<file path="config.mk">
export PLATFORM = sky130hd
export DESIGN_NAME = instruction_fetch_unit
export DESIGN_NICKNAME = d
export VERILOG_FILES = /design/src/rtl/cpu8_pkg.sv /design/src/rtl/fetch_pc.sv /design/src/rtl/instruction_fetch_unit.sv
export SDC_FILE = /design/constraint.sdc
export NUM_CORES = 1
export LEC_CHECK = 0
export CAP_MARGIN = 5
export CORE_ASPECT_RATIO = 0.9
export CORE_MARGIN = 10
export CORE_UTILIZATION = 40
export DETAILED_ROUTE_END_ITERATION = 16
export PLACE_DENSITY_LB_ADDON = 0.2
export SLEW_MARGIN = 20
export SYNTH_ARGS = -nofsm -noshare
export SYNTH_HDL_FRONTEND = slang
export SYNTH_HIERARCHICAL = 1
export SYNTH_SLANG_ARGS = --single-unit
</file>
<file path="constraint.sdc">
create_clock -name i_clk -period 2.3 [get_ports i_clk]
set_input_delay 0.46 -clock i_clk [delete_from_list [all_inputs] [get_ports i_clk]]
set_output_delay 0.46 -clock i_clk [all_outputs]
set_load 0.005 [all_outputs]
</file>
<file path="src/rtl/cpu8_pkg.sv">
// Shared definitions for the 8-bit CPU front end: fetch FSM states and
// default datapath widths.
package cpu8_pkg;

   localparam int CPU8_ADDR_W   = 8;
   localparam int CPU8_DATA_W   = 8;
   // Opcode bit that marks a two-byte instruction (opcode + operand)
   localparam int CPU8_OPND_BIT = 7;

   typedef enum logic [2:0] {
      IDLE     = 3'd0,
      REQ_OP   = 3'd1,
      WAIT_OP  = 3'd2,
      REQ_ARG  = 3'd3,
      WAIT_ARG = 3'd4,
      PRESENT  = 3'd5
   } fetch_state_t;

endpackage

</file>
<file path="src/rtl/fetch_pc.sv">
// Program counter register. A load (redirect) wins over the increment in
// the same cycle; arithmetic wraps modulo 2^ADDR_W.
module fetch_pc
   import cpu8_pkg::*;
#(
   parameter int ADDR_W   = CPU8_ADDR_W,
   parameter int RESET_PC = 0
) (
   input  logic              i_clk,
   input  logic              i_reset,
   input  logic              i_load,
   input  logic [ADDR_W-1:0] i_load_value,
   input  logic              i_increment,
   output logic [ADDR_W-1:0] o_pc
);

   logic [ADDR_W-1:0] r_pc;

   // PC update: load has priority, otherwise step by one when asked
   always_ff @(posedge i_clk or negedge i_reset) begin
      if (!i_reset) begin
         r_pc <= ADDR_W'(RESET_PC);
      end else if (i_load) begin
         r_pc <= i_load_value;
      end else if (i_increment) begin
         r_pc <= r_pc + ADDR_W'(1);
      end
   end

   assign o_pc = r_pc;

endmodule

</file>
<file path="src/rtl/instruction_fetch_unit.sv">
// Instruction fetch unit: reads opcode (and operand for two-byte opcodes)
// from a synchronous program memory and presents the complete instruction
// over a valid/ready handshake. All outputs are decoded from state and
// registers only.
module instruction_fetch_unit
   import cpu8_pkg::*;
#(
   parameter int ADDR_W   = CPU8_ADDR_W,
   parameter int DATA_W   = CPU8_DATA_W,
   parameter int RESET_PC = 0,
   parameter int OPND_BIT = CPU8_OPND_BIT
) (
   input  logic              i_clk,
   input  logic              i_reset,
   input  logic              i_enable,
   output logic [ADDR_W-1:0] o_mem_addr,
   output logic              o_mem_rd,
   input  logic [DATA_W-1:0] i_mem_data,
   output logic              o_instr_valid,
   input  logic              i_instr_ready,
   output logic [DATA_W-1:0] o_instr_opcode,
   output logic [DATA_W-1:0] o_instr_operand,
   output logic [ADDR_W-1:0] o_instr_pc,
   input  logic              i_redirect,
   input  logic [ADDR_W-1:0] i_redirect_pc,
   output logic              o_busy
);

   fetch_state_t      r_state;
   fetch_state_t      w_next_state;
   logic [DATA_W-1:0] r_opcode;
   logic [DATA_W-1:0] r_operand;
   logic [ADDR_W-1:0] r_instr_pc;
   logic [ADDR_W-1:0] w_pc;
   logic              w_pc_inc;
   logic              w_cap_op;
   logic              w_cap_arg;

   fetch_pc #(
      .ADDR_W   (ADDR_W),
      .RESET_PC (RESET_PC)
   ) u_fetch_pc (
      .i_clk        (i_clk),
      .i_reset      (i_reset),
      .i_load       (i_redirect),
      .i_load_value (i_redirect_pc),
      .i_increment  (w_pc_inc),
      .o_pc         (w_pc)
   );

   // FSM state register
   always_ff @(posedge i_clk or negedge i_reset) begin
      if (!i_reset) begin
         r_state <= IDLE;
      end else begin
         r_state <= w_next_state;
      end
   end

   // Next-state and capture strobes; a redirect overrides everything,
   // so memory data returning in the redirect cycle is never captured
   always_comb begin
      w_next_state = r_state;
      w_pc_inc     = 1'b0;
      w_cap_op     = 1'b0;
      w_cap_arg    = 1'b0;
      if (i_redirect) begin
         w_next_state = i_enable ? REQ_OP : IDLE;
      end else begin
         case (r_state)
            IDLE: begin
               if (i_enable) w_next_state = REQ_OP;
            end
            REQ_OP: begin
               w_next_state = WAIT_OP;
            end
            WAIT_OP: begin
               w_cap_op     = 1'b1;
               w_pc_inc     = 1'b1;
               w_next_state = i_mem_data[OPND_BIT] ? REQ_ARG : PRESENT;
            end
            REQ_ARG: begin
               w_next_state = WAIT_ARG;
            end
            WAIT_ARG: begin
               w_cap_arg    = 1'b1;
               w_pc_inc     = 1'b1;
               w_next_state = PRESENT;
            end
            PRESENT: begin
               if (i_instr_ready) w_next_state = i_enable ? REQ_OP : IDLE;
            end
            default: begin
               w_next_state = IDLE;
            end
         endcase
      end
   end

   // Instruction field capture; fields hold while waiting in PRESENT
   always_ff @(posedge i_clk or negedge i_reset) begin
      if (!i_reset) begin
         r_opcode   <= '0;
         r_operand  <= '0;
         r_instr_pc <= '0;
      end else if (w_cap_op) begin
         r_opcode   <= i_mem_data;
         r_instr_pc <= w_pc;
         if (!i_mem_data[OPND_BIT]) r_operand <= '0;
      end else if (w_cap_arg) begin
         r_operand <= i_mem_data;
      end
   end

   assign o_mem_rd        = (r_state == REQ_OP) || (r_state == REQ_ARG);
   assign o_mem_addr      = o_mem_rd ? w_pc : '0;
   assign o_instr_valid   = (r_state == PRESENT);
   assign o_instr_opcode  = r_opcode;
   assign o_instr_operand = r_operand;
   assign o_instr_pc      = r_instr_pc;
   assign o_busy          = (r_state != IDLE);

endmodule

</file>
# After elaboration in Yosys (flattened, before gate mapping)
# Index checks and enable logic that the tools add are counted.
# Widths: inputs -> output; s select.
# totals
ff_bits,35
input_bits,21
output_inout_bits,35
# op_classes
addsub,1
eq_ne,8
mux,18
reduce_logical,8
# ops
cell,count
$mux 8,6
$pmux 3 s6,1
$mux 3,4
$add 8x1->8 const B,1
$mux 1,7
$eq 3x2->1 const B,2
$eq 3x3->1 const B,2
$reduce_and 2->1,2
$reduce_bool 2->1,2
$eq 3x1->1 const B,1
$logic_not 3->1,1
$ne 3x1->1 const B,1
$ne 3x3->1 const B,1
$reduce_bool 3->1,1
$ne 2x2->1 const B,1
$reduce_or 2->1,1
$logic_or 1x1->1,1

# Logic depth before layout (Yosys ltp)
# logic_depth
word_depth,6
ltp_mapped,7
depth_no_buf,5

# Hierarchy
# The synthesis kept the hierarchy.
# modules_own_cells
module,instances,cells_per_inst,area_per_inst_um2,seq_area_each_um2
instruction_fetch_unit,1,109,1300.0,675.6
fetch_pc,1,49,450.4,200.2

# Least setup slack after synthesis
# Ideal clock, no wire load.
# synth_path
path_kind,register to register
start,register r_state[0]
end,"register u_fetch_pc.r_pc[7], in the netlist u_fetch_pc/o_pc[7]"
setup_ps,69
arrival_ps,1662
t_required_ps,2231
slack_ps,569
stages_incl_launch_ff,8
cell_sequence,dfrtp_1 buf_2 clkbuf_1 nor3_1 buf_4 nand4_4 or4_1 nand3_1
# synth_between
elab_chain_cells,5
elab_cells_between_ends,6
cone_classes,2 x eq/ne; 2 x mux; 2 x reduce/logical
# synth_rtl
item,line,rtl
"start, declared",instruction_fetch_unit.sv:29,fetch_state_t r_state;
"start signal, assigned",instruction_fetch_unit.sv:56,r_state <= w_next_state;
$eq 3x3->1 or $eq 3x2->1 (tied branches),instruction_fetch_unit.sv:70,case (r_state)
$reduce_or 2->1 (no source line) *,--,
$mux 1 *,instruction_fetch_unit.sv:70,
$mux 1 *,instruction_fetch_unit.sv:67,if (i_redirect) begin
via w_pc_inc,instruction_fetch_unit.sv:35,logic w_pc_inc;
$reduce_bool 2->1 (no source line) *,--,
"end signal, assigned",fetch_pc.sv:22,r_pc <= ADDR_W'(RESET_PC);
"end signal, assigned",fetch_pc.sv:24,r_pc <= i_load_value;
"end signal, assigned",fetch_pc.sv:26,r_pc <= r_pc + ADDR_W'(1);
"end, declared",fetch_pc.sv:17,logic [ADDR_W-1:0] r_pc;
# Mark *: on every way through the listed nets, which the timed path passes. The rest lies on a longest branch.
# A chain may end at the register's enable or synchronous reset.

# Final worst setup path
# layout_path
start,register r_state[2]
end,output port o_mem_addr[1]
# layout_between
elab_chain_cells,3
elab_cells_between_ends,4
cone_classes,2 x eq/ne; 1 x mux; 1 x reduce/logical
# layout_rtl
item,line,rtl
$eq 3x1->1 or $eq 3x2->1 (tied branches),instruction_fetch_unit.sv:115,assign o_mem_rd = (r_state == REQ_OP) || (r_state == REQ_ARG);
$logic_or 1x1->1 *,instruction_fetch_unit.sv:115,
$mux 8 *,instruction_fetch_unit.sv:116,assign o_mem_addr = o_mem_rd ? w_pc : '0;
"end, declared",instruction_fetch_unit.sv:16,"output logic [ADDR_W-1:0] o_mem_addr,"
# Every way passes the cells marked *; elsewhere a longest branch is shown, timed or not.

==> summary.md <==
| Metric | Value |
|---|---|
| Status | finished clean |
| DR DRC count | 0 |
| DR vias | approximately 1400 |
| Postcts setup bufs | 0 |
| Clock root cell | clkbuf_8 |
| Avg Inst Size Synth | between 10 and 15 um2 |
| Largest stage delay, worst path | 0.50 ns |
| Multi-input logic area | between 700 and 800 um2 |
| Synth Flop Type | dfrtp_1 |
| Layout cells sized above 1 | between 10% and 20% |
| Seq cells post-synth | 35 |
| Final Max Tran Viols | 0 |
| Die area | around 7400 um2 |
| Most frequent cells after synthesis | dfrtp_1 (35), a21oi_1 (12), nand2_1 (11) |
| Routed wire per std cell | 15.7 um |
| CP required | 1.84 ns |
| Final Cycle Share | a little over nine tenths |
| IO Pins | 56 |
| Cell Rows | 22 |
| Vias in the first global route | around 1400 |
| Inserted Clock Buffers | 5 |
| Post-synthesis cell type count | 35 |
| Synth top area share | between 50% and 60% |
| Area grow syn2layout | 41.7% |
| Total gr overflow | 0 |
| Warnings from Yosys | 6 |
| Peak Freq | 458 MHz |
| Width of the die | between 80 and 90 um |
| Vias per Instance | between 5 and 6 |
| Post-Syn Nets | 180 |
| Top cell type by total area after synthesis | dfrtp_1 |
| Total of fill cells in the finished design | 327 |
| Async set-reset flop share out of synthesis | between 90% and 100% |
| Worst VDD drop | 542 uV |
| TritonRoute pass-1 iters | 4 |
| CTS H-tree lvls | 2 |
| Most common cell in the netlist | dfrtp_1 |
| Synthesized instance count | 158 |
| First DRT Iteration DRCs | 97 |
| Cells after DPL | 270 |
| Min Tclk post-route | 2.18 ns |
| Rel. slew slack | 71.0% |
| Pwr Density | 914 nW/um2 |
| Die Ht | a little over 80 um |
| Synth top area cells | dfrtp_1 (50%), mux2_4 (8.6%), mux2_2 (3.9%) |
| Detailed Place HPWL | about 3400 um |
| Worst Setup End Kind | output pin |
| Post-synthesis sequential area ratio | 50.0% |
| Initial antenna violation count | 0 |
| Kind of critical path | reg -> out |
| Clk_skew | 0.00798 ns |
| Lkg Pwr | roughly 0.0010 uW |
| Final WL | 4370 um |
| Bufs on Longest Clock Path | 2 |
| Sink count of the clock tree | 35 |
| Gpl congestion | 0.794 |
| Hold Slack | roughly 0.51 ns |
| CTS tree | done |
| Worst Setup Start Kind | register |
| Worst-margin pin slew | roughly 0.44 ns |
| Post-synth design cell area | 1750 um2 |
| Core area | 4160 um2 |
| First-pass GRT wire length | around 7400 um |
| Layout Cells excl Fill | 278 |
| Initial Util | 42.1% |
| Worst EP arrival | 1.72 ns |
| Total power | 2270 uW |
| Largest net degree at the start of global routing | 36 |
| Clock Latency Late Sink | 0.28 ns |
| Slowest cell on crit path | clkdlybuf4s50_1 |
| Crit-path cells | inv_1 > and3_1 > clkdlybuf4s50_1 |
| Overall routing resource usage | ~12% |
| Worst hold path class | reg -> reg |
| # port buffers | 55 |
| Reported max-cap violation count | 0 |
| Final setup vio count | 0 |
| RSZ-0062 raised after global routing | yes |
| Antenna-violating nets left | 0 |
| Final hold vios | 0 |
| Antenna fix cells | 0 |
| Post-synth EDFFs | 0 |
| Sequential Area | slightly below 900 um2 |
| # nets final | roughly 240 |
| Largest fanout on the critical path | 11 |
| Clock-pin slew on the worst setup and hold paths | 0.07 ns |
power by group:
| part | switching, uW | internal [uW] | leakage, uW |
|---|---|---|---|
| registers | 135 | 787 | 0.000441 |
| logic | 251 | 557 | 0.000542 |
| clock network | 215 | 323 | 0.0000581 |
path summary, 6_finish.rpt:
kind | from | endpoint | slack [ns] | cells after the start
worst min register to register | o_instr_opcode[3]$_DFFE_PN0P_ | o_instr_opcode[3]$_DFFE_PN0P_ | 0.51 | 1
max in group asynchronous | i_reset | r_state[2]$_DFFE_PN0P_ | 1.37 | 2
worst max register to register | r_state[0]$_DFFE_PN0P_ | u_fetch_pc/o_pc[5]$_DFFE_PN0P_ | 0.45 | 6
worst max-delay path | r_state[2]$_DFFE_PN0P_ | o_mem_addr[1] | 0.12 | 3
worst min-delay path | o_instr_opcode[3]$_DFFE_PN0P_ | o_instr_opcode[3]$_DFFE_PN0P_ | 0.51 | 1
min in group asynchronous | i_reset | o_instr_pc[7]$_DFFE_PN0P_ | 0.58 | 2
worst max-delay path, delay by kind of cell (launching register included):
| family | cells | cell delay (ns) |
|---|---|---|
| simple gates | 1 | 0.21 |
| flops | 1 | 0.48 |
| buf+inv | 2 | 0.76 |
sequential cells by signal (all words and copies together), names as in the netlist:
name / flops
o_instr_opcode: 8
r_state: 3
o_instr_pc: 8
u_fetch_pc/o_pc: 8
o_instr_operand: 8
layer usage:
layer	track usage [%]	vias to the layer above	part of all wire, %
met5	0	-	0
met4	2.90	0	0.57
met3	4.06	2	6.3
met2	20.0	34	49
met1	15.0	681	44
li1	-	679	-
cell families after synthesis:
logic type      count (synthesis)  synth area share [%]
simple gates                   53                  18.4
flops                          35                  50.0
compound gates                 30                  9.36
mux                            18                  13.6
buf+inv                        16                  5.43
xor+xnor                        5                  2.50
fa+ha+maj                       1                 0.715
through the flow:
step           setup slack (ns)  utilization, %  setup TNS (ns)  instance area (um2)
6_report                  0.118            59.7               0                 2480
5_1_grt                -0.00258            59.7        -0.00258                 2480
4_1_cts                   0.105            59.7               0                 2480
3_5_place_dp              0.138            57.0               0                 2370
3_3_place_gp              0.210            57.0               0                 2370
2_1_floorplan             0.569               -               0                 1750
placed cells by master (no fill, tap or decap), drive strengths merged, types with 3 or more instances in the layout:
master | Yosys | final
a21oi | 12 | 12
and3 | 8 | 8
buf | 7 | 10
clkbuf | 6 | 5
clkdlybuf4s50 | 0 | 55
dfrtp | 35 | 35
inv | 3 | 3
mux2 | 16 | 16
nand2 | 11 | 11
nand3 | 6 | 6
nand4 | 3 | 3
nor2 | 9 | 9
nor2b | 3 | 3
nor3 | 3 | 3
o21ai | 9 | 9
o22ai | 8 | 8
or4 | 3 | 3
xor2 | 3 | 3
timing repair:
action	4_1_cts	5_1_grt
hold buffers	0	0
endpoints found under the setup margin	1	1
pin swaps	0	0
resized for setup	1	0
area by class of cell:
class	count	area share, %
clock buffer	5	2.77
clock inverter	3	1.77
inverter	3	0.454
multi-input combinational	107	31.4
sequential	35	35.4
tap	60	3.03
timing repair buffer	65	25.2
Note: power is estimated with default switching activity, not from simulation.
